$ cat src/rtl/mpsoc_mem_arbiter2.sv
// Two-master Avalon-MM arbiter in front of a single-port on-chip memory.
// Round-robin on ties, one transfer issued per cycle, and a
// READ_LATENCY-deep {valid, id} pipeline that routes read data back to
// the issuing master.
module mpsoc_mem_arbiter2 #(
  parameter int ADDR_W       = 14,
  parameter int DATA_W       = 32,
  parameter int READ_LATENCY = 1
) (
  input  logic                  clk,
  input  logic                  reset_n,
  input  logic [ADDR_W-1:0]     m0_address,
  input  logic [DATA_W/8-1:0]   m0_byteenable,
  input  logic                  m0_chipselect,
  input  logic                  m0_read,
  input  logic                  m0_write,
  input  logic [DATA_W-1:0]     m0_writedata,
  output logic [DATA_W-1:0]     m0_readdata,
  output logic                  m0_readdatavalid,
  output logic                  m0_waitrequest,
  input  logic [ADDR_W-1:0]     m1_address,
  input  logic [DATA_W/8-1:0]   m1_byteenable,
  input  logic                  m1_chipselect,
  input  logic                  m1_read,
  input  logic                  m1_write,
  input  logic [DATA_W-1:0]     m1_writedata,
  output logic [DATA_W-1:0]     m1_readdata,
  output logic                  m1_readdatavalid,
  output logic                  m1_waitrequest,
  output logic [ADDR_W-1:0]     mem_address,
  output logic [DATA_W/8-1:0]   mem_byteenable,
  output logic                  mem_chipselect,
  output logic                  mem_write,
  output logic [DATA_W-1:0]     mem_writedata,
  output logic                  mem_clken,
  input  logic [DATA_W-1:0]     mem_readdata
);

  logic                    w_req0;
  logic                    w_req1;
  logic                    w_gnt0;
  logic                    w_gnt1;
  logic                    w_issue_rd;
  logic                    r_last_grant;   // 1 = master 1 was granted last
  logic [READ_LATENCY-1:0] r_vld;
  logic [READ_LATENCY-1:0] r_id;

  // Request decode, tie-break toward the master not granted last, and stall.
  always_comb begin
    w_req0         = m0_chipselect & (m0_read | m0_write);
    w_req1         = m1_chipselect & (m1_read | m1_write);
    w_gnt0         = w_req0 & (~w_req1 | r_last_grant);
    w_gnt1         = w_req1 & ~w_gnt0;
    m0_waitrequest = w_req0 & ~w_gnt0;
    m1_waitrequest = w_req1 & ~w_gnt1;
    // A strobe with both read and write set is treated as a write only.
    w_issue_rd     = (w_gnt0 & m0_read & ~m0_write) |
                     (w_gnt1 & m1_read & ~m1_write);
  end

  // Memory-side mux: granted master's fields, master 0 fields when idle.
  always_comb begin
    mem_chipselect = w_req0 | w_req1;
    mem_write      = (w_gnt0 & m0_write) | (w_gnt1 & m1_write);
    mem_clken      = 1'b1;
    if (w_gnt1) begin
      mem_address    = m1_address;
      mem_byteenable = m1_byteenable;
      mem_writedata  = m1_writedata;
    end else begin
      mem_address    = m0_address;
      mem_byteenable = m0_byteenable;
      mem_writedata  = m0_writedata;
    end
  end

  // Remember the last granted master whenever a transfer is issued.
  always_ff @(posedge clk or negedge reset_n) begin
    if (!reset_n) begin
      r_last_grant <= 1'b1;
    end else if (w_req0 | w_req1) begin
      r_last_grant <= w_gnt1;
    end
  end

  // Read-return pipeline: stage 0 captures the issued read, later stages shift.
  always_ff @(posedge clk or negedge reset_n) begin
    if (!reset_n) begin
      r_vld <= '0;
      r_id  <= '0;
    end else begin
      r_vld[0] <= w_issue_rd;
      r_id[0]  <= w_gnt1;
      for (int i = 1; i < READ_LATENCY; i++) begin
        r_vld[i] <= r_vld[i-1];
        r_id[i]  <= r_id[i-1];
      end
    end
  end

  // Last stage steers the (unregistered) memory data to its owner.
  always_comb begin
    m0_readdatavalid = r_vld[READ_LATENCY-1] & ~r_id[READ_LATENCY-1];
    m1_readdatavalid = r_vld[READ_LATENCY-1] &  r_id[READ_LATENCY-1];
    m0_readdata      = mem_readdata;
    m1_readdata      = mem_readdata;
  end

endmodule

$ cat config.mk
export PLATFORM = sky130hd
export DESIGN_NAME = mpsoc_mem_arbiter2
export DESIGN_NICKNAME = d
export VERILOG_FILES = /design/src/rtl/mpsoc_mem_arbiter2.sv
export SDC_FILE = /design/constraint.sdc
export NUM_CORES = 1
export LEC_CHECK = 0
export ABC_CLOCK_PERIOD_IN_PS = 1650
export BUFFER_PORTS_ARGS = -buffer_cell sky130_fd_sc_hd__buf_4
export CORE_AREA = 5 5 99 101
export DETAILED_ROUTE_END_ITERATION = 10
export DIE_AREA = 0 0 104 106
export GPL_TIMING_DRIVEN = 1
export SLEW_MARGIN = 20
export SYNTH_ARGS = -nofsm -noshare
export SYNTH_HDL_FRONTEND = slang
export SYNTH_SLANG_ARGS = --single-unit
$ cat constraint.sdc
create_clock -name clk -period 1.65 [get_ports clk]
set_input_delay 0.2475 -clock clk [delete_from_list [all_inputs] [get_ports clk]]
set_output_delay 0.2475 -clock clk [all_outputs]
set_load 0.1 [all_outputs]
==> results of run 1 <==
## worst max-delay path: cells and delay by family (launching register included)
kind,cells,cell delay [ps]
mux,1,320
buf+inv,2,370
compound gates,1,100
flops,1,540
simple gates,1,150
## through the flow
stage / instances / utilization, % / setup slack, ps / total power [mW]
final: 370 / 36.2 / -301 / 2.48
after global routing: 370 / 36.2 / -358 / 2.56
after CTS: 363 / 30.5 / -375 / 2.21
after detailed placement: 358 / 27.2 / -140 / 1.84
after global placement: 358 / 27.2 / -116 / 1.83
after floorplan: 145 / - / -231 / 2.15
## power by group through the flow
stage	Clock (mW)	Sequential [mW]	Combinational, mW
5_1_grt	0.229	0.0950	2.24
4_1_cts	0.225	0.0935	1.89
3_5_place_dp	0	0.0943	1.74
2_1_floorplan	0	0.0966	2.05
6_report	0.215	0.0933	2.17
3_3_place_gp	0	0.0937	1.73
## registers in the layout (all words and copies together) (netlist names)
register and flops:
r_last_grant 1, r_id 1, r_vld 1
## cells in the final DEF (no fill, tap or decap), types with 2 or more instances in the layout
master     instances
inv_1              2
buf_6              8
clkbuf_16          4
mux2_4            50
buf_4            119
clkbuf_8           3
nand2_1            2
o21ai_0            3
buf_12            46
o21a_1             2
dfrtp_1            2
## routing by layer
metal | global-route usage, % | vias to the layer above
met1 | 8.78 | 651
met3 | 3.89 | 13
met2 | 14.9 | 115
met5 | 0 | -
li1 | - | 656
met4 | 2.41 | 0
## cell type report
| class | count | area, sq um | share of cell area [%] |
|---|---|---|---|
| timing repair buffer | 180 | 2060 | 63.5 |
| multi-input combinational | 70 | 913 | 28.2 |
| tap | 111 | 139 | 4.29 |
| sequential | 3 | 76.3 | 2.36 |
| clock buffer | 4 | 45.0 | 1.39 |
| inverter | 2 | 7.51 | 0.232 |
## worst min-delay path by stage
stage | start | to | slack, ps
3_3_place_gp | reset_n | r_id | 40
6_report | m1_write | r_vld | 340
5_1_grt | m1_write | r_vld | 350
3_5_place_dp | reset_n | r_vld | 40
4_1_cts | m1_write | r_vld | 320
2_1_floorplan | reset_n | r_id | -50
## logic make-up after synthesis
logic type | share of synthesized area, %
buffers and inverters | 36.6
muxes | 49.6
and+or+nand+nor | 3.82
AOI/OAI and AO/OA | 4.65
DFF | 5.07
other | 0.249
## what timing repair did
| action | in CTS | in global routing |
|---|---|---|
| hold buffers | 1 | 0 |
| gates cloned | 0 | 6 |
| setup buffers | 0 | 1 |
| setup endpoints to repair | 50 | 52 |
| endpoints found under the hold margin | 3 | 0 |
| pin swaps | 0 | 1 |
| gates resized for setup | 58 | 91 |
==> results.ini, run 1 <==
[synthesis]
syn_area_sq_mm=0.00151
async_flop_share_pct=100
synth_top_area_share_pct=48.8
synth_top_area_cell=mux2_4
syn-num-nets=285
syn_inst=145
synthTopCellsByCount=buf_4, mux2_4, buf_6, nand2_1, o21ai_0
synthFlopType=dfrtp_1
postSynthAreaPerCell_sq_um=10.4
ys_ff_latch=3
ys_types=22
synth_most_common_cell=buf_4
synth_edf_count=0
synth_area_leaders=mux2_4, buf_4, buf_6
synth-warning-count=0
ys_seq_area_share_pct=5.07

[clock_network]
root_buffer=clkbuf_8
cts_sinks=3
cts_buffers=3
insertion_delay_ps=220
clk_pin_slew_ps=30
h-tree-depth=1
clock_path_buffers=2
tritoncts=done

[run_status]
outcome=finished, violations left
violations=negative setup slack

[finish]
antenna_cells=0
nNetsFinal=400
area_growth_pct=115
drive_above_1_share_pct=92.7
nFillCells=868
fin_area_sq_mm=0.00324

[detailed_routing]
ant_nets=0
drtIter0Drc=25
wl_per_cell_microns=16.2
vias=1435
wl_met1_microns=2050
route.detailed.drc=0
top_layer_used=met4
wl_microns=5980
wl_met3_microns=641
vias_per_cell=3.88
wl_met2_microns=3210
dr.pass1.iters=3

[sta]
hold_viol=0
fmax_mhz=513
fin_hold_ws_ps=340
rsz0062_at_grt=true
clock_skew_ps=4.18
drv_slew=0
finalSetupViolCount=52
setup-tns-final_ps=-13620
min_period_over_period_pct=118
post-route-min-period_ps=1950
fin_ws_ps=-301

[pwr]
clockPowerShare_pct=8.7
ir_worst_vdd_mv=0.224
seqPwrFrac_pct=3.8
internal_power_mw=1.15
leakage_nw=1.70
combPwrFrac_pct=87.6
p_per_area_mw_per_mm2=765
swShare_pct=53.6
switchingPower_mw=1.33

[critical_path]
timing.rr.start=r_last_grant
cpPeakStageDelay_ps=540
r2r_end=r_vld
critPathCapture=mem_writedata[24]
cp-startpoint=r_last_grant
cp_max_fo=8
cp_cell_sequence=o211ai_4, nand2_8, clkbuf_16, mux2_4, buf_12
rrSetupSlack_ps=370
crit_required_ps=1400
cp-start-kind=register
slowest_stage=dfstp_2
rr_worst_depth=5
cp.arrival_ps=1700
crit_type=reg -> out
endpoint_kind=output pin

[global_route]
antenna_found_initial=0
overflow=0
grt_pass1_vias=1497
grt_use_total_pct=8.35
grt_pass1_wl_microns=7680
grt_max_degree=31

[placed_design]
dp_hpwl_microns=4500
gp_congestion=0.724
placed_area_sq_mm=0.00243
port_buffers=163

[floorplanning]
dieHeight_microns=106
fp-row-count=35
die_x_microns=104
io_pins=261
core-area_sq_mm=0.00893
start_util_pct=16.9
die_area_sq_mm=0.0110

[min_path]
worstHoldPathCells=3
holdCritPathClass=in -> reg

[run]
max-cap-violations=0

Note: power is estimated with default switching activity, not from simulation.
==> run 2, diff against run 1 <==
--- a/config.mk
+++ b/config.mk
@@ -7,10 +7,13 @@
 export LEC_CHECK = 0
 export ABC_CLOCK_PERIOD_IN_PS = 1650
 export BUFFER_PORTS_ARGS = -buffer_cell sky130_fd_sc_hd__buf_4
-export CORE_AREA = 5 5 99 101
+export CELL_PAD_IN_SITES_DETAIL_PLACEMENT = 1
+export CELL_PAD_IN_SITES_GLOBAL_PLACEMENT = 2
+export CORE_MARGIN = 5
+export CORE_UTILIZATION = 12
 export DETAILED_ROUTE_END_ITERATION = 10
-export DIE_AREA = 0 0 104 106
 export GPL_TIMING_DRIVEN = 1
+export PLACE_DENSITY_LB_ADDON = 0.1
 export SLEW_MARGIN = 20
 export SYNTH_ARGS = -nofsm -noshare
 export SYNTH_HDL_FRONTEND = slang
==> results.ini, run 2 (synthesis gave the netlist of run 1 again) <==
[finish]
area_growth_pct=117
drive_above_1_share_pct=92.7
multi_input_area_sq_um=911
antenna_cells=0
final_cell_mix=buf_4, mux2_4, buf_12
ff_latch_area_sq_um=76.3
largestRegisters=r_id (1), r_last_grant (1), r_vld (1)
nFillCells=1402
final_common_cell=buf_4
fin_util_pct=26.2
nNetsFinal=400

[sta]
hold_viol=0
rsz0062_at_grt=true
fmax_mhz=506
clock_skew_ps=0.538
setup-tns-final_ps=-14740
post-route-min-period_ps=1980
fin_ws_ps=-327
fin_hold_ws_ps=321
drv_slew=0
min_period_over_period_pct=120
finalSetupViolCount=50

[run_status]
outcome=finished, violations left
violations=negative setup slack

[placed_design]
gp_congestion=0.689
dp_hpwl_microns=6460
port_buffers=163

[clock_network]
insertion_delay_ps=220
clock_path_buffers=2
cts_buffers=3
clk_pin_slew_ps=30
root_buffer=clkbuf_16
tritoncts=done
cts_sinks=3
h-tree-depth=1

[pwr]
ir_worst_vdd_mv=0.285
switchingPower_mw=1.34
combPwrFrac_pct=81.7
leakage_nw=1.68
seqPwrFrac_pct=3.6
power_mw=2.61
clockPowerShare_pct=14.7
swShare_pct=51.4
p_per_area_mw_per_mm2=800
internal_power_mw=1.27

[floorplanning]
dieHeight_microns=122
fp-row-count=41
die_x_microns=122
die_area_sq_mm=0.0149
io_pins=261
core-area_sq_mm=0.0125
start_util_pct=12.1

[detailed_routing]
wl_per_cell_microns=17.2
ant_nets=0
dr.pass1.iters=2
vias_per_cell=3.24
drtIter0Drc=7
wl_microns=7410
route.detailed.drc=0
vias=1397

[min_path]
worstHoldPathCells=3
holdCritPathClass=in -> reg
hold_end=r_vld
hold_start=m1_write

[global_route]
grt_use_total_pct=8.83
grt_pass1_vias=1502
grt_max_degree=14
overflow=0
grt_pass1_wl_microns=9710
antenna_found_initial=0

[critical_path]
rr_worst_depth=4
endpoint_kind=output pin
cp_max_fo=5
r2r_end=r_vld
timing.rr.start=r_last_grant
crit_required_ps=1400
cp.arrival_ps=1730
crit_type=reg -> out
cp-start-kind=register
cp-startpoint=r_last_grant
rrSetupSlack_ps=500

[run]
max-cap-violations=0

[run 2: what timing repair did]
action	4_1_cts	5_1_grt
pin swaps	1	2
hold buffers	1	0
resized for setup	135	11
buffers inserted	5	1
hold endpoints to repair	3	0
gates cloned	3	0
setup endpoints to repair	50	52
[run 2: worst max-delay path, stage by stage, from the launching register on]
cell and delay, ps:
dfstp_2 540, o211ai_4 90, nand2_4 170, buf_6 130, buf_6 90, mux2_4 300, buf_12 170
[run 2: per-stage QoR]
stage	worst slack, ps	cells	cell area (sq um)
floorplan	-231	145	1520
global placement	-121	422	2540
detailed placement	-156	422	2540
CTS	-357	435	3300
global route	-369	431	3270
finish	-327	431	3270
[run 2: power groups by stage]
stage	logic [mW]	registers, mW	clock network, mW
2_1_floorplan	2.05	0.0966	0
3_3_place_gp	1.79	0.0939	0
3_5_place_dp	1.78	0.0948	0
4_1_cts	2.17	0.0942	0.394
5_1_grt	2.20	0.0952	0.405
6_report	2.14	0.0939	0.384
[run 2: worst max-delay path by stage]
stage                        end  slack (ps)  depth (start not counted)
3_5_place_dp    mem_writedata[1]        -160                          5
5_1_grt         mem_writedata[2]        -370                          5
6_report       mem_writedata[16]        -330                          6
3_3_place_gp   mem_writedata[20]        -120                          5
2_1_floorplan     m0_waitrequest        -230                          2
4_1_cts        mem_writedata[10]        -360                          6
[run 2: layer usage]
layer / part of all wire [%] / GRT usage (%) / wire, microns / vias up
met3: 13 / 3.95 / 931 / 15
met1: 31 / 8.02 / 2270 / 625
li1: - / - / - / 656
met2: 56 / 17.4 / 4120 / 101
met5: 0 / 0 / 0 / -
met4: 1.2 / 2.66 / 89 / 0
[run 2: final cells by class]
cell class	count	area share (%)
repair buffers	179	60.6
multi-input cells	71	27.9
well taps	172	6.58
clock buffers	4	2.41
flip-flops and latches	3	2.34
inverters	2	0.230
